`config.mk`:
```
export PLATFORM = sky130hd
export DESIGN_NAME = multi_clock_divider
export DESIGN_NICKNAME = d
export VERILOG_FILES = /design/src/rtl/multi_clock_divider.sv
export SDC_FILE = /design/constraint.sdc
export NUM_CORES = 1
export LEC_CHECK = 0
export BUFFER_PORTS_ARGS = -buffer_cell sky130_fd_sc_hd__buf_4
export CORE_MARGIN = 3
export CORE_UTILIZATION = 61
export CTS_BUF_LIST = sky130_fd_sc_hd__clkbuf_8
export DETAILED_ROUTE_END_ITERATION = 10
export PLACE_DENSITY_LB_ADDON = 0.3
export SYNTH_ARGS = -nofsm -noshare
export SYNTH_HDL_FRONTEND = slang
export SYNTH_SLANG_ARGS = --single-unit
```
`constraint.sdc`:
```
create_clock -name clk_50M -period 7.3 [get_ports clk_50M]
set_input_delay 0 -clock clk_50M [delete_from_list [all_inputs] [get_ports clk_50M]]
set_output_delay 0 -clock clk_50M [all_outputs]
set_load 0.05 [all_outputs]
```
`src/rtl/multi_clock_divider.sv`:
```
// Runtime-programmable multi-channel clock divider with per-channel enable and period ticks.
// Divisor writes are staged and only adopted at a period start, so no period is ever cut short.
module multi_clock_divider #(
  parameter int unsigned NUM_CH      = 4,
  parameter int unsigned DIV_W       = 16,
  parameter int unsigned DEFAULT_DIV = 16
) (
  input  logic              clk_50M,
  input  logic              rst_n,
  input  logic [NUM_CH-1:0] ch_en,
  input  logic              sync_restart,
  input  logic              cfg_wr,
  input  logic [3:0]        cfg_ch,
  input  logic [DIV_W-1:0]  cfg_div,
  output logic              cfg_ack,
  output logic              cfg_err,
  output logic [NUM_CH-1:0] clk_out,
  output logic [NUM_CH-1:0] tick
);

  logic cfg_valid;
  logic cfg_ack_q, cfg_err_q;

  assign cfg_valid = cfg_wr && (32'(cfg_ch) < NUM_CH) && (cfg_div >= DIV_W'(2));

  always_ff @(posedge clk_50M) begin
    if (!rst_n) begin
      cfg_ack_q <= 1'b0;
      cfg_err_q <= 1'b0;
    end else begin
      cfg_ack_q <= cfg_valid;
      cfg_err_q <= cfg_wr && !cfg_valid;
    end
  end

  assign cfg_ack = cfg_ack_q;
  assign cfg_err = cfg_err_q;

  for (genvar i = 0; i < NUM_CH; i++) begin : g_ch
    logic [DIV_W-1:0] div_q, div_d;
    logic [DIV_W-1:0] pend_div_q, pend_div_d;
    logic [DIV_W-1:0] p_q, p_d;
    logic [DIV_W-1:0] p_next, d_eff, high_len;
    logic             pend_v_q, pend_v_d;
    logic             run_q, run_d;
    logic             clk_q, clk_d;
    logic             tick_q, tick_d;
    logic             wrap, wr_hit;

    assign wr_hit = cfg_valid && (cfg_ch == 4'(i));
    // div is always >= 2, so div-1 never underflows and p+1 never overflows.
    assign wrap     = (p_q == div_q - DIV_W'(1));
    assign p_next   = wrap ? '0 : p_q + DIV_W'(1);
    assign d_eff    = (wrap && pend_v_q) ? pend_div_q : div_q;
    assign high_len = d_eff - (d_eff >> 1);

    always_comb begin
      div_d      = div_q;
      pend_div_d = pend_div_q;
      pend_v_d   = pend_v_q;
      p_d        = p_q;
      run_d      = run_q;
      clk_d      = 1'b0;
      tick_d     = 1'b0;
      if (!ch_en[i]) begin
        run_d = 1'b0;
        p_d   = '0;
      end else if (!run_q || sync_restart) begin
        run_d  = 1'b1;
        p_d    = '0;
        clk_d  = 1'b1;
        tick_d = 1'b1;
        if (pend_v_q) begin
          div_d    = pend_div_q;
          pend_v_d = 1'b0;
        end
      end else begin
        p_d    = p_next;
        clk_d  = (p_next < high_len);
        tick_d = wrap;
        if (wrap && pend_v_q) begin
          div_d    = pend_div_q;
          pend_v_d = 1'b0;
        end
      end
      // Applied after the boundary logic so a same-edge write waits for the next boundary.
      if (wr_hit) begin
        pend_div_d = cfg_div;
        pend_v_d   = 1'b1;
      end
    end

    always_ff @(posedge clk_50M) begin
      if (!rst_n) begin
        div_q      <= DIV_W'(DEFAULT_DIV);
        pend_div_q <= DIV_W'(DEFAULT_DIV);
        pend_v_q   <= 1'b0;
        p_q        <= '0;
        run_q      <= 1'b0;
        clk_q      <= 1'b0;
        tick_q     <= 1'b0;
      end else begin
        div_q      <= div_d;
        pend_div_q <= pend_div_d;
        pend_v_q   <= pend_v_d;
        p_q        <= p_d;
        run_q      <= run_d;
        clk_q      <= clk_d;
        tick_q     <= tick_d;
      end
    end

    assign clk_out[i] = clk_q;
    assign tick[i]    = tick_q;
  end

endmodule

```
==> run summary <==
DR WL/cell = 17.4 um
die span in y = 169 um
CP max FO = 14
starting density of the core = 0.621
RR Startpoint = g_ch[0].div_q[0]
slew margin rel. = 0.191
Max-Cap Viols = 0
Antenna Nets Post-Route = 0
min-delay src = cfg_ch[0]
Post-synth EDFFs = 0
Cells after Synth = 2,014
GRT overflow = 0
CORE AREA = 26,100 um2
number of global-route vias before repair = 13,800
worst slew pin tran = 1.21 ns
worst r2r dst = g_ch[0].clk_q
Final period util = 0.915
Tmin final = 6.68 ns
Yosys warnings = 0
Pre-Repair DR Iteration Count = 5
quantity of I/O buffers inserted on ports = 37
# rows = 59
unrepaired setup endpoints after global routing = no
Worst path slowest cell = or4b_1
CTS root buf = clkbuf_8
Die ar. = 28,600 um2
post-route setup slack = 0.618 ns
setup violators final = 0
first-pass GRT wire length = 68,500 um
Crit path arrival time = 7.15 ns
Async SR Flop Fraction = 0
DRT Wirelength = 41,600 um
worst hold path depth = 3
clk sinks = 210
CTS tree = built
crit-path max cell delay = 0.62 ns
initial antenna violation count = 0
total track usage = 0.287
largest net degree at the start of global routing = 71
CP Capture Type = flop
Most used DFF post-synth = dfxtp_1
Final Skew = 0.0366 ns
clock buffer depth = 3
Max VDD drop = 0.140 mV
post-synthesis register bit count = 210
worst r2r path cells = 31
Nets = 2,188
Hold WC Path Type = input pin to flop
r2r setup slk = 0.62 ns
Post-Syn Area = 16,200 um2
clock latency on the worst-skew pair = 0.56 ns
setup bufs post-CTS = 0
Hold Fails Final Rpt = 0
Layout Utilization = 0.680
setup_tns = 0 ns
DR DRC count = 0
power density over the cells = 137 nW/um2
status = complete, no violations
crit path launch type = flop
leakage power = 8.42 nW
critical path required time = 7.77 ns
share of cells above drive strength 1 = 0.0816
H-tree depth = 2
Layout area overhead = 9.45%
net count after synthesis = 2,170
synth unique cells = 88
WHS Endpoint = g_ch[0].pend_v_q
vias per cell = 6.08
WS Path Type = flop to flop
CTS buffer count = 37
detailed-route via count = 14,500
worst slack at placement = 0.529 ns
Peak Freq = 150 MHz
die width = 169 um
Critical Path Most Common Cell = o21ai_0
Worst-path clk slew = 0.05 ns
initial drt markers = 1,120
Ports = 38
ant diodes = 0
Seq/Total Area, Yosys = 0.259
Mean Syn Cell Area = 8.06 um2
dpl hpwl = 29,800 um
global placement routability congestion = 0.942
max-slew violation count = 0
kinds of logic (layout without fill, tap and decap cells):
kind of cell,count (synthesis),after routing,share of synthesized area
flops,210,210,0.259
mux,191,191,0.119
simple gates,754,754,0.234
compound gates,324,324,0.133
fa+ha+maj,130,130,0.102
xor+xnor,183,183,0.0988
buf+inv,222,266,0.0542
cell type report:
cell class | count | area [um2]
Clock inverter | 17 | 111
Fill cell | 2160 | 8370
Tap cell | 335 | 419
Inverter | 109 | 410
Sequential cell | 210 | 4200
Clock buffer | 48 | 661
Timing Repair Buffer | 92 | 796
Multi-Input combinational cell | 1582 | 11200
worst max path at each step:
stage / to / startpoint / cells after the start / slack, ns
3_5_place_dp: g_ch[0].clk_q / g_ch[0].div_q[0] / 31 / 0.53
4_1_cts: g_ch[0].clk_q / g_ch[0].div_q[0] / 31 / 0.51
2_1_floorplan: g_ch[0].clk_q / g_ch[0].div_q[0] / 32 / 0.95
5_1_grt: g_ch[0].clk_q / g_ch[0].div_q[0] / 31 / 0.06
3_3_place_gp: g_ch[0].clk_q / g_ch[0].div_q[0] / 28 / 0.80
6_report: g_ch[0].clk_q / g_ch[0].div_q[0] / 31 / 0.62
routing by layer:
layer  routed length [um]  GRT usage  share of wire  up-vias
met2                19900      0.495           0.48      422
met1                18400      0.375           0.44     6898
met4                 1080     0.0829          0.026        0
met3                 2300     0.0418          0.055       87
met5                    0          0              0        -
li1                     -          -              -     7141
power by group:
part           switching, mW  internal (mW)  leakage [nW]
combinational         0.0743         0.0489          6.29
sequential           0.00891           1.16          1.70
clock                  0.515          0.628         0.428
registers in the layout (all words and copies together), names as in the netlist:
register,flops
cfg_ack,1
cfg_err,1
g_ch.clk_q,4
g_ch.div_q,64
g_ch.p_q,64
g_ch.pend_div_q,64
g_ch.pend_v_q,4
g_ch.run_q,4
g_ch.tick_q,4
worst max-delay path: cells and delay by family, from the launching register on:
| kind | cells | cell delay (ns) |
|---|---|---|
| compound gates | 13 | 2.48 |
| xor+xnor | 1 | 0.17 |
| fa+ha+maj | 4 | 1.03 |
| buf+inv | 3 | 0.44 |
| flops | 1 | 0.36 |
| mux | 2 | 0.35 |
| simple gates | 8 | 1.80 |
per-stage QoR:
| step | hold WS (ns) | total power [mW] | instance area [um2] | cells |
|---|---|---|---|---|
| floorplan | 0.124 | 1.25 | 16200 | 2014 |
| global placement | 0.240 | 1.29 | 16600 | 2286 |
| detailed placement | 0.249 | 1.30 | 16600 | 2286 |
| CTS | 0.202 | 2.44 | 17800 | 2393 |
| global route | 0.305 | 2.51 | 17800 | 2393 |
| finish | 0.248 | 2.43 | 17800 | 2393 |
cell usage in the layout, fill, tap and decap left out, types with 90 or more instances in the layout:
| cell | instances |
|---|---|
| a21oi_1 | 106 |
| dfxtp_1 | 210 |
| ha_1 | 124 |
| inv_1 | 117 |
| mux2i_1 | 172 |
| nand2_1 | 120 |
| nor2_1 | 257 |
| nor3_1 | 93 |
| xnor2_1 | 93 |
| xor2_1 | 90 |
repair_timing:
item                                    4_1_cts  5_1_grt
gates resized for setup                       0        2
endpoints found under the hold margin        89        0
hold buffers                                 42        0
endpoints found under the setup margin        0        1
Yosys cell counts, drive strengths merged, types with 9 or more instances:
library cell | number | area share
a21o | 23 | 0.011
a21oi | 109 | 0.034
a31oi | 19 | 0.0073
and2 | 9 | 0.0035
and3 | 27 | 0.010
and4 | 9 | 0.0049
buf | 33 | 0.010
clkbuf | 80 | 0.019
dfxtp | 210 | 0.26
ha | 124 | 0.096
inv | 109 | 0.025
mux2 | 19 | 0.013
mux2i | 172 | 0.11
nand2 | 120 | 0.028
nand2b | 22 | 0.0085
nand3 | 65 | 0.020
nand4 | 30 | 0.012
nor2 | 258 | 0.060
nor2b | 24 | 0.0093
nor3 | 94 | 0.029
nor4 | 30 | 0.016
o211ai | 12 | 0.0056
o21a | 9 | 0.0042
o21ai | 60 | 0.019
o21bai | 9 | 0.0042
o31ai | 10 | 0.0052
or2 | 9 | 0.0036
or3 | 21 | 0.0081
xnor2 | 93 | 0.050
xor2 | 90 | 0.049
(Power assumes the default switching activity.)
